## src/rtl/string_uart_tx.sv

```systemverilog
// string_uart_tx: drains a producer's character stream onto an 8N1 UART line.
// Ports: clk, rst (async high), start, char_in[7:0], src_done -> print_nxt, tx, busy, frame_done, char_count[10:0].
module string_uart_tx #(
  parameter int CLKS_PER_BIT  = 868,
  parameter int SETTLE_CYCLES = 2
) (
  input  logic        clk,
  input  logic        rst,
  input  logic        start,
  input  logic [7:0]  char_in,
  input  logic        src_done,
  output logic        print_nxt,
  output logic        tx,
  output logic        busy,
  output logic        frame_done,
  output logic [10:0] char_count
);

  localparam int CW = (CLKS_PER_BIT > 1) ? $clog2(CLKS_PER_BIT) : 1;
  localparam logic [CW-1:0] CNT_MAX = CW'(CLKS_PER_BIT - 1);
  localparam logic [3:0]    SET_MAX = 4'(SETTLE_CYCLES - 1);

  typedef enum logic [2:0] {
    S_IDLE,
    S_SETTLE,
    S_LOAD,
    S_START,
    S_DATA,
    S_STOP
  } state_t;

  state_t         state_q;
  logic [CW-1:0]  baud_q;
  logic [CW-1:0]  baud_d;
  logic [3:0]     settle_q;
  logic [2:0]     bit_q;
  logic [2:0]     bit_d;
  logic [7:0]     shift_q;
  logic           tx_q;
  logic           pn_q;
  logic           busy_q;
  logic           fd_q;
  logic [10:0]    cnt_q;
  logic           bit_end;

  // Baud counter reloads to 0 on every bit boundary.
  always_comb begin
    bit_end = (baud_q == CNT_MAX);
    baud_d  = bit_end ? '0 : baud_q + CW'(1);
    bit_d   = bit_q + 3'd1;
  end

  always_ff @(posedge clk or posedge rst) begin
    if (rst) begin
      state_q  <= S_IDLE;
      baud_q   <= '0;
      settle_q <= '0;
      bit_q    <= '0;
      shift_q  <= '0;
      tx_q     <= 1'b1;
      pn_q     <= 1'b0;
      busy_q   <= 1'b0;
      fd_q     <= 1'b0;
      cnt_q    <= '0;
    end else begin
      pn_q <= 1'b0;
      fd_q <= 1'b0;
      unique case (state_q)
        S_IDLE: begin
          tx_q <= 1'b1;
          if (start) begin
            state_q  <= S_SETTLE;
            settle_q <= '0;
            busy_q   <= 1'b1;
            cnt_q    <= '0;
          end
        end
        // Give the producer time to present its next character.
        S_SETTLE: begin
          if (settle_q == SET_MAX) begin
            state_q <= S_LOAD;
          end else begin
            settle_q <= settle_q + 4'd1;
          end
        end
        S_LOAD: begin
          if (src_done) begin
            state_q <= S_IDLE;
            fd_q    <= 1'b1;
            busy_q  <= 1'b0;
          end else begin
            shift_q <= char_in;
            pn_q    <= 1'b1;
            cnt_q   <= cnt_q + 11'd1;
            state_q <= S_START;
            tx_q    <= 1'b0;
            baud_q  <= '0;
          end
        end
        S_START: begin
          baud_q <= baud_d;
          if (bit_end) begin
            state_q <= S_DATA;
            bit_q   <= '0;
            tx_q    <= shift_q[0];
          end
        end
        S_DATA: begin
          baud_q <= baud_d;
          if (bit_end) begin
            if (bit_q == 3'd7) begin
              state_q <= S_STOP;
              tx_q    <= 1'b1;
            end else begin
              bit_q <= bit_d;
              tx_q  <= shift_q[bit_d];
            end
          end
        end
        S_STOP: begin
          baud_q <= baud_d;
          if (bit_end) begin
            state_q  <= S_SETTLE;
            settle_q <= '0;
          end
        end
        default: state_q <= S_IDLE;
      endcase
    end
  end

  assign print_nxt  = pn_q;
  assign tx         = tx_q;
  assign busy       = busy_q;
  assign frame_done = fd_q;
  assign char_count = cnt_q;

endmodule

```

## config.mk

```make
export PLATFORM = sky130hd
export DESIGN_NAME = string_uart_tx
export DESIGN_NICKNAME = d
export VERILOG_FILES = /design/src/rtl/string_uart_tx.sv
export SDC_FILE = /design/constraint.sdc
export NUM_CORES = 1
export LEC_CHECK = 0
export BUFFER_PORTS_ARGS = -buffer_cell sky130_fd_sc_hd__buf_2
export CAP_MARGIN = 10
export CORE_ASPECT_RATIO = 1.5
export CORE_MARGIN = 5
export CORE_UTILIZATION = 33
export DETAILED_ROUTE_END_ITERATION = 10
export PLACE_DENSITY = 0.53
export RECOVER_POWER = 25
export SLEW_MARGIN = 20
export SYNTH_ARGS = -nofsm -noshare
export SYNTH_HDL_FRONTEND = slang
export SYNTH_SLANG_ARGS = --single-unit
```

## constraint.sdc

```tcl
create_clock -name clk -period 3.37 [get_ports clk]
set_input_delay 0 -clock clk [delete_from_list [all_inputs] [get_ports clk]]
set_output_delay 0 -clock clk [all_outputs]
set_load 0.01 [all_outputs]
```

==> results of run 1 <==
cells by family after synthesis:
family                   share of synthesized area
AO/OA/AOI/OAI                               0.1400
XOR/XNOR                                   0.05115
adder cells (fa/ha/maj)                    0.03373
buffers and inverters                      0.02305
flip-flops                                  0.4840
multiplexers                               0.08038
AND/OR/NAND/NOR                             0.1877
flip-flops by register name, indices dropped and copies added (netlist names):
name and cells:
char_count 11, baud_q 10, shift_q 8, settle_q 4, bit_q 3, state_q 3
busy 1, frame_done 1, print_nxt 1, tx 1
per-stage QoR:
stage	instances	instance area [µm²]
floorplan	208	2226
global placement	306	2434
detailed placement	306	2434
CTS	323	2608
global route	323	2599
finish	323	2599
where the power goes:
group / switching, mW / internal [mW]
clock: 0.179 / 0.142
sequential: 0.160 / 0.651
combinational: 0.315 / 0.272
layer usage:
metal  vias to the layer above  part of all wire  GRT usage
met4                         0             0.022    0.05161
met1                       801              0.43     0.1401
met5                         -                 0          0
li1                        832                 -          -
met3                         8             0.031    0.02687
met2                        28              0.52     0.1929
worst max path at each step:
stage,endpoint
2_1_floorplan,baud_q[0]$_DFFE_PP0P_
3_3_place_gp,baud_q[2]$_DFFE_PP0P_
3_5_place_dp,baud_q[7]$_DFFE_PP0P_
4_1_cts,baud_q[7]$_DFFE_PP0P_
6_report,baud_q[7]$_DFFE_PP0P_
5_1_grt,baud_q[2]$_DFFE_PP0P_
cell usage in the layout, fill, tap and decap left out, types with 3 or more instances in the layout:
cell	count
dfrtp_1	42
nor2_1	20
buf_2	19
nand2_1	14
xor2_1	12
o21ai_0	10
mux2_2	10
dlygate4sd3_1	9
nand2b_1	8
nand4_1	7
nand3_1	7
clkbuf_1	7
a21oi_1	6
ha_1	6
nor3_1	5
a22o_1	5
clkbuf_8	5
nor2b_1	4
and3_1	4
inv_1	4
and4_1	3
a31oi_1	3
clkinv_2	3
worst max-delay path, delay by kind of cell, from the launching register on:
family | cells | cell delay (ns)
adders and majority gates | 1 | 0.24
DFF | 1 | 0.40
AOI/OAI and AO/OA | 1 | 0.76
and+or+nand+nor | 4 | 0.75
area by class of cell:
cell class | count | area share
multi-input cells | 154 | 0.4222
flip-flops and latches | 43 | 0.4145
repair buffers | 37 | 0.08714
well taps | 76 | 0.03659
clock buffers | 5 | 0.02648
inverters | 5 | 0.007222
clock inverters | 3 | 0.005778
==> metrics.md, run 1 <==
| Metric | Value |
|---|---|
| Status | `completed` |
| CP Data Arrival Time | `between 2 and 2.5 ns` |
| GR Overflow Total | `0` |
| Critical path class | `reg -> reg` |
| GP Congestion | `about 0.76` |
| Num CTS Buffers | `5` |
| Cell Rows | `36` |
| CP max-delay cell | `a21oi_1` |
| Leak Pwr | `about 1.2 nW` |
| Crit-path most repeated cell | `nor2_1` |
| Setup bufs post-CTS | `0` |
| Yosys top cell area share | `0.4722` |
| Antenna violations before repair | `0` |
| Flop-to-flop setup slack | `1.14 ns` |
| Worst-path clk slew | `around 0.08 ns` |
| RSZ-0062 raised after global routing | `false` |
| Post-layout nets | `about 260` |
| Vias/cell | `approximately 5.2` |
| Share of the clock period used by the worst path | `0.6626` |
| Critical R2R Capture | `baud_q[7]$_DFFE_PP0P_` |
| Pin count of the biggest net entering global routing | `44` |
| Synthesis Warnings | `0` |
| Layout area overhead | `16.75%` |
| CP Cell Sequence | `ha_1 > nor4bb_1 > and4_1 > a21oi_1 > nor2_1 > nor2_1` |
| Flops & latches, synth | `between 40 and 50` |
| Multi-input logic area | `1097 µm²` |
| Vias | `1,669` |
| Fin util | `0.3979` |
| Main synth FF type | `dfrtp_1` |
| Count of cell types in the netlist | `47` |
| Routed wire length | `~4700 µm` |
| DRC viols | `0` |
| Antenna Nets Post-Route | `0` |
| Post-synthesis net count | `226` |
| Core area | `approximately 6500 µm²` |
| Crit path launch type | `flop` |
| Clock Latency Late Sink | `approximately 0.3 ns` |
| Post-Syn Area | `2226 µm²` |
| Vias in the first global route | `1,675` |
| Maximum vdd ir drop | `approximately 0.00028 V` |
| CTS max path bufs | `2` |
| Avg Cell Area, Syn | `10.70 µm²` |
| Worst hold endpoint | `frame_done$_DFF_PP0_` |
| CP Data Required Time | `~3.6 ns` |
| Die height | `approximately 110 µm` |
| Start point of the critical path | `baud_q[0]$_DFFE_PP0P_` |
| Maximum clock rate | `about 0.45 GHz` |
| Max-cap violations | `0` |
| Post-synth top cells | `dfrtp_1 (42), nor2_1 (20), nand2_1 (14)` |
| Worst-margin pin slew | `0.9643 ns` |
| Hold_ws | `between 0.015 and 0.02 ns` |
| Final setup margin | `~1.1 ns` |
| DIE WIDTH | `just under 80 µm` |
| Port buffer count | `26` |
| Register area | `roughly 1100 µm²` |
| Antenna cells | `0` |
| IO Pins | `27` |
| Sinks on Clock Net | `43` |
| 1st-pass router iterations | `4` |
| Root Buffer | `clkbuf_8` |
| GRT Util Overall | `0.1157` |
| Final Critical Period | `2.233 ns` |
| Filler cells | `about 640` |
| Worst slew margin | `0.3571` |
| Synth area leaders | `dfrtp_1 (47%), mux2_2 (5.1%), xor2_1 (4.7%)` |
| Hold depth | `3` |
| DRT iter0 DRCs | `~110` |
| Sequential area share after synthesis | `0.4840` |
| Final hold viol count | `0` |
| Clk_skew | `between 0.009 and 0.01 ns` |
| Final setup fails | `0` |
| Fraction of layout cells with a size suffix above 1 | `0.1862` |
| PwrDens | `661.7 nW/µm²` |
| Most frequent cell after synthesis | `dfrtp_1` |
| CP Capture Type | `flop` |
| CP Max Fanout | `14` |
| Die ar. | `roughly 8500 µm²` |
| Pwr Total | `roughly 1.7 mW` |
| Gate Count Post-Synth | `208` |
| CP peak stage delay | `around 0.76 ns` |
| Worst Hold Class | `in -> reg` |
| Hold buffer count at CTS | `9` |
| Post-DP HPWL | `3278 µm` |
| Post-cts repair resize count | `0` |
| Wire per inst | `approximately 14 µm` |
| R2R cell count | `6` |
| Number of flops mapped to enable cells by yosys | `0` |
| Setup WS pre-CTS | `about 1.2 ns` |
| Sum Neg Setup Slack | `0 ns` |
| Slew Viols, Final | `0` |
| Effective utilization at floorplan | `0.3408` |
| CTS tree | `yes` |
| Synth area leader | `dfrtp_1` |
| H-tree Lvls | `2` |
| Hold path startpoint | `src_done` |
| First-pass GRT wire length | `just over 8000 µm` |
| Fraction of registers with async set/reset | `1.000` |
| RR Startpoint | `baud_q[0]$_DFFE_PP0P_` |
No activity file was read; power rests on OpenSTA's default activity.
==> run 2, diff against run 1 <==
--- a/config.mk
+++ b/config.mk
@@ -5,6 +5,7 @@
 export SDC_FILE = /design/constraint.sdc
 export NUM_CORES = 1
 export LEC_CHECK = 0
+export ABC_AREA = 1
 export BUFFER_PORTS_ARGS = -buffer_cell sky130_fd_sc_hd__buf_2
 export CAP_MARGIN = 10
 export CORE_ASPECT_RATIO = 1.5
==> constraint.sdc (replaced) <==
create_clock -name clk -period 2.25 [get_ports clk]
set_input_delay 0 -clock clk [delete_from_list [all_inputs] [get_ports clk]]
set_output_delay 0 -clock clk [all_outputs]
set_load 0.01 [all_outputs]
==> run 2 against run 1 <==
  * Core utilization about the same
  * Register-to-register slack worse by 0.62 ns
  * Setup slack worse by 0.62 ns
  * First-iteration DRC count down 9.6%
  * Clock power rose by 52%
  * Worst hold slack improved by 0.068 ns
  * Critical path type unchanged
  * Critical endpoint is now baud_q[0]$_DFFE_PP0P_
  * Largest cell class unchanged
  * Largest power group unchanged
==> metrics.md, run 2 <==
| Metric | Value |
|---|---|
| Final Critical Period | `1.736 ns (-0.4972 ns)` |
| Post-synth top cells | `nand2_1 (102), dfrtp_1 (42), inv_1 (33)` |
| RSZ-0062 raised after global routing | `false` |
| Met3 Wirelength | `194 µm (+36%)` |
| Pin count of the biggest net entering global routing | `44 (unchanged)` |
| Worst Hold Class | `in -> reg` |
| Sequential area share after synthesis | `0.4357 (-0.04825)` |
| Cell Rows | `38 (+5.6%)` |
| CP Data Required Time | `2.43 ns (-1.16 ns)` |
| Top Metal Used | `met4` |
| Post-Syn Area | `2472 µm² (+11%)` |
| 1st-pass router iterations | `4 (unchanged)` |
| Dpl cells | `451 (+47%)` |
| CP Data Arrival Time | `1.92 ns (-0.53 ns)` |
| DIE WIDTH | `80.68 µm (+4.7%)` |
| Maximum vdd ir drop | `0.0003587 V (+27%)` |
| CTS tree | `yes` |
| Vias/cell | `4.667 (-9.7%)` |
| PwrDens | `959.8 nW/µm² (+45%)` |
| Die ar. | `9359 µm² (+9.8%)` |
| Vias | `2,189 (+31%)` |
| Clk_skew | `0.006107 ns (-0.003470 ns)` |
| Antenna cells | `0 (unchanged)` |
| CP Capture Type | `flop` |
| GP Congestion | `0.8456 (+11%)` |
| Wire per inst | `12.35 µm (-15%)` |
| Fin util | `0.3978 (about the same)` |
| Number of flops mapped to enable cells by yosys | `0 (unchanged)` |
| Maximum clock rate | `0.5761 GHz (+29%)` |
| Fraction of layout cells with a size suffix above 1 | `0.1626 (-0.02363)` |
| IO Pins | `27 (unchanged)` |
| Placed Area | `2719 µm² (+12%)` |
| DRT iter0 DRCs | `103 (-9.6%)` |
| Most frequent cell after synthesis | `nand2_1` |
| Final setup margin | `0.5142 ns (-0.6228 ns)` |
| Vias in the first global route | `2,166 (+29%)` |
| WL met2 | `3011 µm (+24%)` |
| Flops & latches, synth | `43 (unchanged)` |
| Post-layout nets | `386 (+46%)` |
| Post-DP HPWL | `4351 µm (+33%)` |
| Crit path launch type | `flop` |
| Synth area leader | `dfrtp_1` |
| Worst-path clk slew | `0.08 ns (about the same)` |
| Yosys top cell area share | `0.4251 (-0.04707)` |
| Port buffer count | `26 (unchanged)` |
| Final hold viol count | `0 (unchanged)` |
| Slew Viols, Final | `0 (unchanged)` |
| Final setup fails | `0 (unchanged)` |
| Clock Latency Late Sink | `0.31 ns (about the same)` |
| Largest register FFs | `11 (unchanged)` |
| Worst slew margin | `0.2692 (-0.08792)` |
| Critical path class | `reg -> reg` |
| Avg Cell Area, Syn | `7.584 µm² (-29%)` |
| Gate Count Post-Synth | `326 (+57%)` |
| Status | `completed` |
| Synth area leaders | `dfrtp_1 (43%), nand2_1 (15%), nand3_1 (5.7%)` |
| Leading cell type in the layout, fill and taps excluded | `nand2_1` |
| CTS max path bufs | `2 (unchanged)` |
| Fin area | `2894 µm² (+11%)` |
| Max-cap violations | `0 (unchanged)` |
| DRC viols | `0 (unchanged)` |
| Core area | `7274 µm² (+11%)` |
| Share of the clock period used by the worst path | `0.7715 (+0.1089)` |
| Layout area overhead | `17.05%` |
| H-tree Lvls | `2 (unchanged)` |
| Setup WS pre-CTS | `0.5082 ns (-0.6514 ns)` |
| Antenna Nets Post-Route | `0 (unchanged)` |
| Filler cells | `774 (+21%)` |
| GRT Util Overall | `0.1383 (+0.02259)` |
| Fraction of registers with async set/reset | `1.000 (unchanged)` |
| Root Buffer | `clkbuf_8` |
| Routed wire length | `5792 µm (+24%)` |
| Sinks on Clock Net | `43 (unchanged)` |
| M1 WL | `2452 µm (+22%)` |
| Worst-margin pin slew | `1.096 ns (+0.1319 ns)` |
| Antenna violations before repair | `0 (unchanged)` |
| CP Max Fanout | `12 (-2)` |
| Leak Pwr | `1.376 nW (+17%)` |
| Count of cell types in the netlist | `27 (-43%)` |
| First-pass GRT wire length | `9956 µm (+23%)` |
| Die height | `116.0 µm (+4.9%)` |
| Most frequent cells in the layout | `nand2_1 (102), dfrtp_1 (42), inv_1 (32)` |
| Post-synthesis net count | `344 (+52%)` |
| GR Overflow Total | `0 (unchanged)` |
| Main synth FF type | `dfrtp_1` |
| Final cell count without fillers | `469 (+45%)` |
| Effective utilization at floorplan | `0.3399 (-0.0009354)` |
| Sum Neg Setup Slack | `0 ns (unchanged)` |
| Num CTS Buffers | `5 (unchanged)` |
| Synthesis Warnings | `0 (unchanged)` |
run 2: cell count changes after synthesis, sizes merged, moves of 11 or more:
cell | previous run | this run
mux2 | 11 | 0
o21ai | 11 | 27
inv | 5 | 41
nor2 | 20 | 33
nand2 | 14 | 109
nand3 | 7 | 35
run 2: through the flow:
step | hold WS, ns | total power [mW]
floorplan | 0.1166 | 2.005
global placement | 0.1723 | 2.304
detailed placement | 0.1766 | 2.313
CTS | 0.08200 | 2.836
global route | 0.09657 | 3.036
finish | 0.08728 | 2.778
run 2: cell families after synthesis:
kind of cell	synth area share
flip-flops	0.4357
AND/OR/NAND/NOR	0.3750
AO/OA/AOI/OAI	0.07946
XOR/XNOR	0.01063
buffers and inverters	0.06882
adder cells (fa/ha/maj)	0.03036
run 2: critical path, stage by stage (launching register included):
cell	delay [ns]
dfrtp_1	0.48
nor2_4	0.23
nand2_2	0.10
nor2_4	0.25
inv_2	0.18
nand2_4	0.17
inv_2	0.07
nand2_1	0.05
o21ai_0	0.08
run 2: cell type report:
class                           instances  area (µm²)  share of cell area
Clock buffer                            7       76.32             0.02637
Clock inverter                          1       5.005            0.001729
Inverter                               41       153.9             0.05318
Multi-Input combinational cell        240        1225              0.4233
Sequential cell                        43        1077              0.3722
Tap cell                              100       125.1             0.04323
Timing Repair Buffer                   37       231.5             0.07998
run 2: timing repair:
item / in CTS / in global routing
endpoints found under the hold margin: 51 / 0
buffers inserted: 0 / 0
gates resized for setup: 0 / 0
hold buffers: 10 / 0
run 2: routing by layer:
layer,vias to the layer above,global-route usage
met3,11,0.02877
met2,33,0.2533
met5,-,0
met1,1013,0.1528
li1,1132,-
met4,0,0.05750
run 2: worst paths after layout:
path                                         from                   endpoint  slack, ns  cells past startpoint
setup / recovery           state_q[0]$_DFFE_PP0P_      baud_q[0]$_DFFE_PP0P_       0.51                      8
hold / removal                              start  char_count[2]$_DFFE_PP0P_       0.09                      4
setup reg to reg           state_q[0]$_DFFE_PP0P_      baud_q[0]$_DFFE_PP0P_       0.51                      8
hold reg to reg            shift_q[4]$_DFFE_PP0P_     shift_q[4]$_DFFE_PP0P_       0.48                      2
max in group asynchronous                     rst      baud_q[4]$_DFFE_PP0P_       1.01                      4
min in group asynchronous                     rst  char_count[8]$_DFFE_PP0P_       0.57                      4
run 2: power by group:
| part | switching [mW] | internal [mW] |
|---|---|---|
| sequential | 0.205 | 0.962 |
| combinational | 0.742 | 0.380 |
| clock | 0.271 | 0.218 |
| total | 1.22 | 1.56 |
==> run 3, diff against run 2 <==
==> constraint.sdc (replaced) <==
create_clock -name clk -period 1.66 [get_ports clk]
set_input_delay 0 -clock clk [delete_from_list [all_inputs] [get_ports clk]]
set_output_delay 0 -clock clk [all_outputs]
set_load 0.01 [all_outputs]
==> run 3 against run 2 <==
  * Clock power rose by 77%
  * Fmax rose by 16%
  * Die area did not move
  * Worst hold slack got worse by 0.044 ns
  * Cell count rose by 2.1%
  * Largest power group is now combinational cells
  * Non-clock buffer count rose by 10
  * First-iteration DRC count rose by 33%
==> metrics.md, run 3 (synthesis gave the netlist of run 2 again) <==
| Metric | Value |
|---|---|
| Critical R2R Capture | `tx$_DFFE_PP1P_` |
| Final Critical Period | `1.492 ns (-0.2435 ns)` |
| CP Data Arrival Time | `1.73 ns (-0.19 ns)` |
| Final setup fails | `0 (unchanged)` |
| CP Capture Point | `tx$_DFFE_PP1P_` |
| Effective utilization at floorplan | `0.3399 (unchanged)` |
| Clk_skew | `0.009280 ns (+0.003173 ns)` |
| Start point of the critical path | `bit_q[0]$_DFFE_PP0P_` |
| H-tree Lvls | `2 (unchanged)` |
| Pin count of the biggest net entering global routing | `22 (-50%)` |
| Die ar. | `9359 µm² (unchanged)` |
| Maximum clock rate | `0.6701 GHz (+16%)` |
| Leak Pwr | `1.419 nW (+3.2%)` |
| Routed wire length | `5697 µm (-1.6%)` |
| Slew Viols, Final | `0 (unchanged)` |
| Antenna violations before repair | `0 (unchanged)` |
| Post-layout nets | `396 (+2.6%)` |
| Antenna cells | `0 (unchanged)` |
| Antenna Nets Post-Route | `0 (unchanged)` |
| IO Pins | `27 (unchanged)` |
| Max-cap violations | `0 (unchanged)` |
| GRT Util Overall | `0.1380 (-0.0003669)` |
| Crit path launch type | `flop` |
| Post-DP HPWL | `4267 µm (-1.9%)` |
| DRC viols | `0 (unchanged)` |
| Worst slew margin | `0.5093 (+0.2401)` |
| RR Startpoint | `bit_q[0]$_DFFE_PP0P_` |
| Vias/cell | `4.626 (-0.88%)` |
| Worst-margin pin slew | `0.7315 ns (-0.3647 ns)` |
| Maximum vdd ir drop | `0.0005701 V (+59%)` |
| Largest register FFs | `11 (unchanged)` |
| Core area | `7274 µm² (unchanged)` |
| Vias | `2,216 (+1.2%)` |
| Clock Latency Late Sink | `0.31 ns (about the same)` |
| Layout area overhead | `22.01%` |
| CP Capture Type | `flop` |
| Fin util | `0.4147 (+0.01686)` |
| Wire per inst | `11.89 µm (-3.7%)` |
| Port buffer count | `26 (unchanged)` |
| Flop-to-flop setup slack | `0.17 ns (-0.35 ns)` |
| Status | `completed` |
| Root Buffer | `clkbuf_8` |
| Critical path class | `reg -> reg` |
| Cell Rows | `38 (unchanged)` |
| Worst Hold Class | `in -> reg` |
| Die height | `116.0 µm (unchanged)` |
| Vias in the first global route | `2,200 (+1.6%)` |
| Most frequent cells in the layout | `nand2_1 (102), dfrtp_1 (40), inv_1 (32)` |
| PwrDens | `1339 nW/µm² (+40%)` |
| CP Max Fanout | `5 (-7)` |
| Sinks on Clock Net | `43 (unchanged)` |
| CP Data Required Time | `1.90 ns (-0.53 ns)` |
| CTS max path bufs | `2 (unchanged)` |
| Pwr Total | `4.040 mW (+45%)` |
| Worst-path clk slew | `0.10 ns (+0.02 ns)` |
| Fraction of layout cells with a size suffix above 1 | `0.1953 (+0.03265)` |
| DRT iter0 DRCs | `137 (+33%)` |
| GR Overflow Total | `0 (unchanged)` |
| R2R cell count | `8 (unchanged)` |
| 1st-pass router iterations | `5 (+1)` |
| First-pass GRT wire length | `9991 µm (+0.35%)` |
| DIE WIDTH | `80.68 µm (unchanged)` |
| Share of the clock period used by the worst path | `0.8989 (+0.1275)` |
| Leading cell type in the layout, fill and taps excluded | `nand2_1` |
| CTS tree | `yes` |
| Final hold viol count | `0 (unchanged)` |
| RSZ-0062 raised after global routing | `false` |
| Num CTS Buffers | `5 (unchanged)` |
| Hold_ws | `0.04336 ns (-0.04393 ns)` |
| GP Congestion | `0.7970 (-5.7%)` |
| Sum Neg Setup Slack | `0 ns (unchanged)` |
run 3: cell types whose count changed in the layout (fill, tap and decap cells not counted), moves of 2 or more:
cell | previous run | this run
buf_4 | 0 | 12
dfrtp_2 | 0 | 2
buf_2 | 23 | 20
dfrtp_1 | 42 | 40
run 3: how the worst min path moves through the flow:
stage / start / depth (start not counted) / endpoint
detailed placement: rst / 2 / shift_q[2]$_DFFE_PP0P_
global route: src_done / 3 / frame_done$_DFF_PP0_
finish: src_done / 3 / frame_done$_DFF_PP0_
floorplan: char_in[1] / 2 / shift_q[1]$_DFFE_PP0P_
CTS: src_done / 3 / frame_done$_DFF_PP0_
global placement: rst / 2 / shift_q[3]$_DFFE_PP0P_
run 3: layout make-up:
type,instances,area [µm²]
fillers,744,4258
inverters,41,153.9
clock inverters,3,46.29
clock buffers,5,68.82
repair buffers,47,302.8
well taps,100,125.1
flip-flops and latches,43,1080
multi-input cells,240,1240
run 3: through the flow:
step | cells | worst slack [ns] | area [µm²]
floorplan | 326 | 0.2462 | 2472
finish | 479 | 0.1677 | 3017
detailed placement | 457 | 0.06974 | 2764
CTS | 474 | 0.06610 | 2969
global placement | 457 | 0.1229 | 2764
global route | 479 | 0.02700 | 3017
run 3: routing by layer:
layer | vias to the layer above | global-route usage | part of all wire
li1 | 1155 | - | -
met4 | 0 | 0.05524 | 0.018
met3 | 6 | 0.02566 | 0.023
met5 | - | 0 | 0
met1 | 1022 | 0.1614 | 0.44
met2 | 33 | 0.2456 | 0.52
run 3: power by group:
part	internal [mW]	total [mW]	leakage, nW	switching (mW)
clock	0.454	0.865	0.0548	0.411
sequential	1.31	1.56	0.569	0.253
combinational	0.587	1.61	0.795	1.03
run 3: worst max-delay path, cell delays in order, from the launching register on:
cell and delay (ns):
dfrtp_2 0.45, ha_1 0.24, ha_4 0.29, inv_1 0.05, nand3_1 0.08, nand3_1 0.07, nand3_1 0.08, nand2_1 0.05
a21oi_1 0.12
run 3: timing repair:
item	in CTS	in global routing
setup endpoints to repair	0	13
buffers inserted	0	5
gates resized for setup	0	4
endpoints found under the hold margin	27	0
hold buffers	9	0
